`src/rtl/xilinx_rst_seq_pkg.sv`:
```
// rtl/xilinx_rst_seq_pkg.sv - shared state encoding and helpers for the reset sequencer
package xilinx_rst_seq_pkg;

    // Encoding is visible on state_o and relied upon by VIO/debug logic.
    typedef enum logic [2:0] {
        ST_WAIT_LOCK  = 3'd0,
        ST_DRAM_RST   = 3'd1,
        ST_WAIT_CALIB = 3'd2,
        ST_HOLD       = 3'd3,
        ST_RUN        = 3'd4,
        ST_ERROR      = 3'd5
    } rst_state_e;

    localparam int unsigned SyncStages = 2;

    function automatic int unsigned max_u(input int unsigned a, input int unsigned b);
        return (a > b) ? a : b;
    endfunction

endpackage

```
`src/rtl/rst_debounce.sv`:
```
// rtl/rst_debounce.sv - saturating stable-high debounce for an already synchronized request
module rst_debounce #(
    parameter int unsigned Cycles = 1000
) (
    input  logic clk_i,
    input  logic rst_ni,
    input  logic in_i,
    output logic out_o
);

    localparam int unsigned CntW = $clog2(Cycles + 1);
    localparam logic [CntW-1:0] CntMax = CntW'(Cycles);

    logic [CntW-1:0] cnt_q, cnt_d;

    // Any low cycle restarts the count; the count parks at CntMax while held.
    always_comb begin
        cnt_d = '0;
        if (in_i) begin
            cnt_d = (cnt_q == CntMax) ? cnt_q : cnt_q + CntW'(1);
        end
    end

    always_ff @(posedge clk_i or negedge rst_ni) begin
        if (!rst_ni) begin
            cnt_q <= '0;
        end else begin
            cnt_q <= cnt_d;
        end
    end

    assign out_o = (cnt_q == CntMax);

endmodule

```
`src/rtl/sync.sv`:
```
// rtl/sync.sv - common-cells multi-flop synchronizer for a single asynchronous bit
module sync #(
    parameter int unsigned STAGES     = 2,
    parameter bit          ResetValue = 1'b0
) (
    input  logic clk_i,
    input  logic rst_ni,
    input  logic serial_i,
    output logic serial_o
);

    logic [STAGES-1:0] reg_q;

    always_ff @(posedge clk_i or negedge rst_ni) begin
        if (!rst_ni) begin
            reg_q <= {STAGES{ResetValue}};
        end else begin
            reg_q <= {reg_q[STAGES-2:0], serial_i};
        end
    end

    assign serial_o = reg_q[STAGES-1];

endmodule

```
`src/rtl/xilinx_rst_seq.sv`:
```
// rtl/xilinx_rst_seq.sv - board reset sequencer: PLL lock, DRAM reset/calibration, SoC release
module xilinx_rst_seq
    import xilinx_rst_seq_pkg::*;
#(
    parameter int unsigned DebounceCycles = 1000,
    parameter int unsigned HoldCycles     = 16,
    parameter int unsigned CalibTimeout   = 2**20,
    parameter bit          UseDram        = 1'b1
) (
    input  logic       clk_i,
    input  logic       rst_ni,
    input  logic       pll_locked_i,
    input  logic       btn_rst_i,
    input  logic       vio_rst_i,
    input  logic       calib_done_i,
    input  logic [1:0] boot_mode_i,
    output logic       soc_rst_no,
    output logic       dram_rst_o,
    output logic [1:0] boot_mode_o,
    output logic [2:0] state_o,
    output logic       err_o
);

    localparam int unsigned NumSync = 6;
    localparam int unsigned CntW = $clog2(max_u(HoldCycles, CalibTimeout)) + 1;
    localparam logic [CntW-1:0] HoldLast  = CntW'(HoldCycles - 1);
    localparam logic [CntW-1:0] CalibLast = CntW'(CalibTimeout - 1);

    logic [NumSync-1:0] async_in, synced;
    logic               locked, btn_sync, vio_sync, calib_done;
    logic [1:0]         boot_sync;
    logic               btn_deb, rst_req;

    rst_state_e      state_q, state_d;
    logic [CntW-1:0] cnt_q, cnt_d;
    logic            soc_rst_n_q, soc_rst_n_d;
    logic            dram_rst_q, dram_rst_d;
    logic [1:0]      boot_mode_q, boot_mode_d;
    logic            err_q, err_d;

    assign async_in = {boot_mode_i, calib_done_i, vio_rst_i, btn_rst_i, pll_locked_i};

    for (genvar i = 0; i < NumSync; i++) begin : g_sync
        sync #(
            .STAGES    (SyncStages),
            .ResetValue(1'b0)
        ) u_sync (
            .clk_i   (clk_i),
            .rst_ni  (rst_ni),
            .serial_i(async_in[i]),
            .serial_o(synced[i])
        );
    end

    assign locked     = synced[0];
    assign btn_sync   = synced[1];
    assign vio_sync   = synced[2];
    assign calib_done = synced[3];
    assign boot_sync  = synced[5:4];

    rst_debounce #(
        .Cycles(DebounceCycles)
    ) u_btn_debounce (
        .clk_i (clk_i),
        .rst_ni(rst_ni),
        .in_i  (btn_sync),
        .out_o (btn_deb)
    );

    assign rst_req = btn_deb | vio_sync;

    always_comb begin
        state_d = state_q;
        case (state_q)
            ST_WAIT_LOCK:  if (locked && !rst_req) state_d = UseDram ? ST_DRAM_RST : ST_HOLD;
            ST_DRAM_RST:   if (cnt_q == HoldLast) state_d = ST_WAIT_CALIB;
            ST_WAIT_CALIB: begin
                if (calib_done) begin
                    state_d = ST_HOLD;
                end else if (cnt_q == CalibLast) begin
                    state_d = ST_ERROR;
                end
            end
            ST_HOLD:       if (cnt_q == HoldLast) state_d = ST_RUN;
            ST_RUN:        state_d = ST_RUN;
            ST_ERROR:      if (rst_req) state_d = ST_WAIT_LOCK;
            default:       state_d = ST_WAIT_LOCK;
        endcase
        // ERROR latches through lock loss so the failure stays visible until reset is requested.
        if (state_q != ST_ERROR && (!locked || rst_req)) begin
            state_d = ST_WAIT_LOCK;
        end

        cnt_d = cnt_q;
        if (state_d != state_q) begin
            cnt_d = '0;
        end else if (state_q inside {ST_DRAM_RST, ST_WAIT_CALIB, ST_HOLD}) begin
            cnt_d = cnt_q + CntW'(1);
        end

        soc_rst_n_d = (state_d == ST_RUN);
        dram_rst_d  = (state_d inside {ST_WAIT_LOCK, ST_DRAM_RST, ST_ERROR});
        boot_mode_d = (state_q == ST_HOLD && state_d == ST_RUN) ? boot_sync : boot_mode_q;

        err_d = err_q;
        if (state_d == ST_ERROR && state_q != ST_ERROR) begin
            err_d = 1'b1;
        end else if (state_q == ST_ERROR && state_d == ST_WAIT_LOCK) begin
            err_d = 1'b0;
        end
    end

    always_ff @(posedge clk_i or negedge rst_ni) begin
        if (!rst_ni) begin
            state_q     <= ST_WAIT_LOCK;
            cnt_q       <= '0;
            soc_rst_n_q <= 1'b0;
            dram_rst_q  <= 1'b1;
            boot_mode_q <= 2'b00;
            err_q       <= 1'b0;
        end else begin
            state_q     <= state_d;
            cnt_q       <= cnt_d;
            soc_rst_n_q <= soc_rst_n_d;
            dram_rst_q  <= dram_rst_d;
            boot_mode_q <= boot_mode_d;
            err_q       <= err_d;
        end
    end

    assign soc_rst_no  = soc_rst_n_q;
    assign dram_rst_o  = dram_rst_q;
    assign boot_mode_o = boot_mode_q;
    assign state_o     = state_q;
    assign err_o       = err_q;

endmodule

```
`config.mk`:
```
export PLATFORM = sky130hd
export DESIGN_NAME = xilinx_rst_seq
export DESIGN_NICKNAME = d
export VERILOG_FILES = /design/src/rtl/xilinx_rst_seq_pkg.sv /design/src/rtl/rst_debounce.sv /design/src/rtl/sync.sv /design/src/rtl/xilinx_rst_seq.sv
export SDC_FILE = /design/constraint.sdc
export NUM_CORES = 1
export LEC_CHECK = 0
export BUFFER_PORTS_ARGS = -buffer_cell sky130_fd_sc_hd__buf_2
export CORE_ASPECT_RATIO = 1.25
export CORE_MARGIN = 2
export CORE_UTILIZATION = 62
export CTS_BUF_LIST = sky130_fd_sc_hd__clkbuf_8
export CTS_CLUSTER_SIZE = 14
export DETAILED_ROUTE_END_ITERATION = 6
export GPL_TIMING_DRIVEN = 0
export PLACE_DENSITY = 0.77
export REMOVE_ABC_BUFFERS = 1
export SKIP_CTS_REPAIR_TIMING = 1
export SLEW_MARGIN = 10
export SYNTH_ARGS = -nofsm -noshare
export SYNTH_HDL_FRONTEND = slang
export SYNTH_SLANG_ARGS = --single-unit
```
`constraint.sdc`:
```
create_clock -name clk_i -period 2.8 [get_ports clk_i]
set_input_delay 0.28 -clock clk_i [delete_from_list [all_inputs] [get_ports clk_i]]
set_output_delay 0.28 -clock clk_i [all_outputs]
set_load 0.005 [all_outputs]
```
==> results.yml <==
routing:
  first_pass_iters: 4
  wl_per_cell_um: 14.62
  detail_route.iter0.violations: 121
  vias: 1684
  drc: 0
  viasPerCell: 5.993
  antenna_left: 0
  routed_wl_um: 4107
clock_tree:
  numCtsBuffers: 5
  root_buffer: "clkbuf_8"
  insertion_delay_ns: 0.30
  cts_tree: "built"
  path_clk_slew_ns: 0.09
  cts.path.max_buffers: 2
  h-tree-depth: 2
  cts_sinks: 51
logic_synthesis:
  synthSimpleGateAreaFrac: 0.2413
  syn_inst: 223
  synth_xor_area_frac: 0.1019
  ys.warnings.count: 0
  synth_compound_area_frac: 0.06656
  synth_seq_area_share: 0.5309
  synth_top_family_by_area: "simple AND/OR/NAND/NOR gates"
  synth-edff-count: 0
  synth_mux_area_frac: 0.01768
  async_flop_share: 1.000
  syn_area_um2: 2406
  yosys.area_share.adder: 0.01560
  avgSynthCellArea_um2: 10.79
  synth_cell_types: 43
  dominantRegCellSynth: "dfrtp_1"
  synth_seq_cells: 51
sta:
  fin_skew_ns: 0.009908
  period_share: 0.8734
  fin_tns_setup_ns: 0
  hold_viol_final: 0
  slew_headroom: 0.2877
  max_freq_mhz: 408.9
  slew_violations: 0
  setup_viol: 0
  max_slew.worst_pin.slew_ns: 1.068
  min_period_ns: 2.445
  rsz0062_at_grt: "false"
die:
  core_um2: 3754
  chipHeight_um: 73.65
  dieArea_um2: 4398
  dieWidth_um: 59.72
  num_rows: 25
  initial_core_util: 0.6410
  io_pins: 16
final_layout:
  layout_common_cells: "50 x dfrtp_1, 24 x nor3_1, 17 x xor2_1"
  drive_above_1_share: 0.1494
  antenna-diode-count: 0
  final_common_cell: "dfrtp_1"
  multi_input_comb_area_um2: 1072
  seq_area_um2: 1277
  fill_cells: 286
  layout.nets: 251
  areaGrowthSynthToFinish_pct: 9.048
critical_path:
  crit_path_end_kind: "register"
  cp.required_ns: 2.97
  cp_slowest_stage_delay_ns: 0.55
  crit_type: "register to register"
  crit_arrival_ns: 2.61
  crit_chain: "or4_1 -> or3_4 -> o32ai_4 -> nand3_1 -> nand2_2 -> nor3_1"
  startpoint_type: "register"
  slowest_stage: "or4_1"
  cp_max_fo: 21
global_route:
  grt_max_degree: 52
  gr-total-overflow: 0
  grtUsageTotal: 0.2189
  grt_pass1_wl_um: 7141
  antenna_found_initial: 0
  grt_pass1_vias: 1640
place:
  dp_hpwl_um: 2842
  gp_congestion: 0.8884
  portBuffers: 15
worst_hold_path:
  hold_class: "input pin to register"
pwr:
  leakage_uw: 0.001174
  internal-power_uw: 1062
  fin_total_pwr_uw: 1371
  combPwrFrac: 0.056
  power.switching_uw: 309.6
  switching_share: 0.2258
  peakVddDrop_uv: 390.3
  seq_power_share: 0.573
  clkPwrFrac: 0.372
  power.density_nw_per_um2: 522.7
status:
  status: "finished clean"
run:
  drv_cap: 0
[routing by layer]
layer	wire, um	track usage	vias to the layer above
li1	-	-	822
met1	1803	0.2763	821
met2	2081	0.3430	36
met3	135	0.04930	5
met4	87	0.1235	0
met5	0	0	-
[area by class of cell]
cell class | instances | area share
sequential | 51 | 0.4869
clock buffer | 5 | 0.02623
multi-input combinational | 160 | 0.4087
timing repair buffer | 16 | 0.03290
clock inverter | 3 | 0.01764
inverter | 6 | 0.008584
tap | 40 | 0.01907
[logic make-up (layout without fill, tap and decap cells)]
kind of cell / after synthesis / after routing
AOI/OAI and AO/OA: 21 / 21
adders and majority gates: 3 / 3
DFF: 51 / 51
xor gates and xnor gates: 28 / 28
muxes: 4 / 4
and+or+nand+nor: 104 / 104
buffers and inverters: 12 / 30
[synthesized netlist by cell type (4+ instances only)]
library cell / instances / area, um2
nor2_1: 10 / 37.54
xnor2_1: 11 / 96.34
nand4_1: 7 / 43.79
o21ai_0: 4 / 20.02
a21oi_1: 6 / 30.03
inv_1: 6 / 22.52
and3_1: 4 / 25.02
nand3_1: 11 / 55.05
nor4_1: 5 / 31.28
nand2_1: 16 / 60.06
xor2_1: 17 / 148.9
and2_1: 9 / 56.30
nor3_1: 24 / 120.1
dfrtp_1: 50 / 1251
[power groups by stage]
stage	clock, uW	combinational [uW]	sequential, uW
2_1_floorplan	0	46.7	793
3_3_place_gp	0	72.0	798
3_5_place_dp	0	78.4	800
4_1_cts	525	78.5	786
5_1_grt	562	91.1	790
6_report	510	76.7	785
[sequential cells by signal (all words and copies together), names as in the netlist]
signal	count
state_o	3
boot_mode_o	2
cnt_q	21
dram_rst_o	1
soc_rst_no	1
u_btn_debounce.cnt_q	10
g_sync.u_sync.reg_q	12
err_o	1
[per-stage QoR]
| step | hold slack, ns | util | cell area (um2) | std cells | worst slack, ns |
|---|---|---|---|---|---|
| floorplan | -0.01559 | - | 2366 | 217 | 0.2519 |
| global placement | 0.3317 | 0.6637 | 2491 | 272 | -0.2545 |
| detailed placement | 0.3347 | 0.6683 | 2509 | 273 | 0.3660 |
| CTS | 0.06221 | 0.6990 | 2624 | 281 | 0.3509 |
| global route | 0.05095 | 0.6990 | 2624 | 281 | 0.1873 |
| finish | 0.07118 | 0.6990 | 2624 | 281 | 0.3545 |
[worst max-delay path: cells and delay by family, from the launching register on]
kind             cells  cell delay, ns
AO/OA/AOI/OAI        1            0.30
flip-flops           1            0.44
AND/OR/NAND/NOR      5            1.57
[final timing paths]
check                                               start                   endpoint  slack (ns)  depth (start not counted)
min in group asynchronous                          rst_ni  g_sync[0].u_sync.reg_q[1]        0.16                          1
worst max-delay path                            cnt_q[17]                   cnt_q[7]        0.35                          6
worst min register to register  g_sync[2].u_sync.reg_q[0]  g_sync[2].u_sync.reg_q[1]        0.35                          0
worst max register to register                  cnt_q[17]                   cnt_q[7]        0.35                          6
worst min-delay path                         pll_locked_i  g_sync[0].u_sync.reg_q[0]        0.07                          1
max in group asynchronous                          rst_ni                  cnt_q[20]        1.98                          1
(Power assumes the default switching activity.)
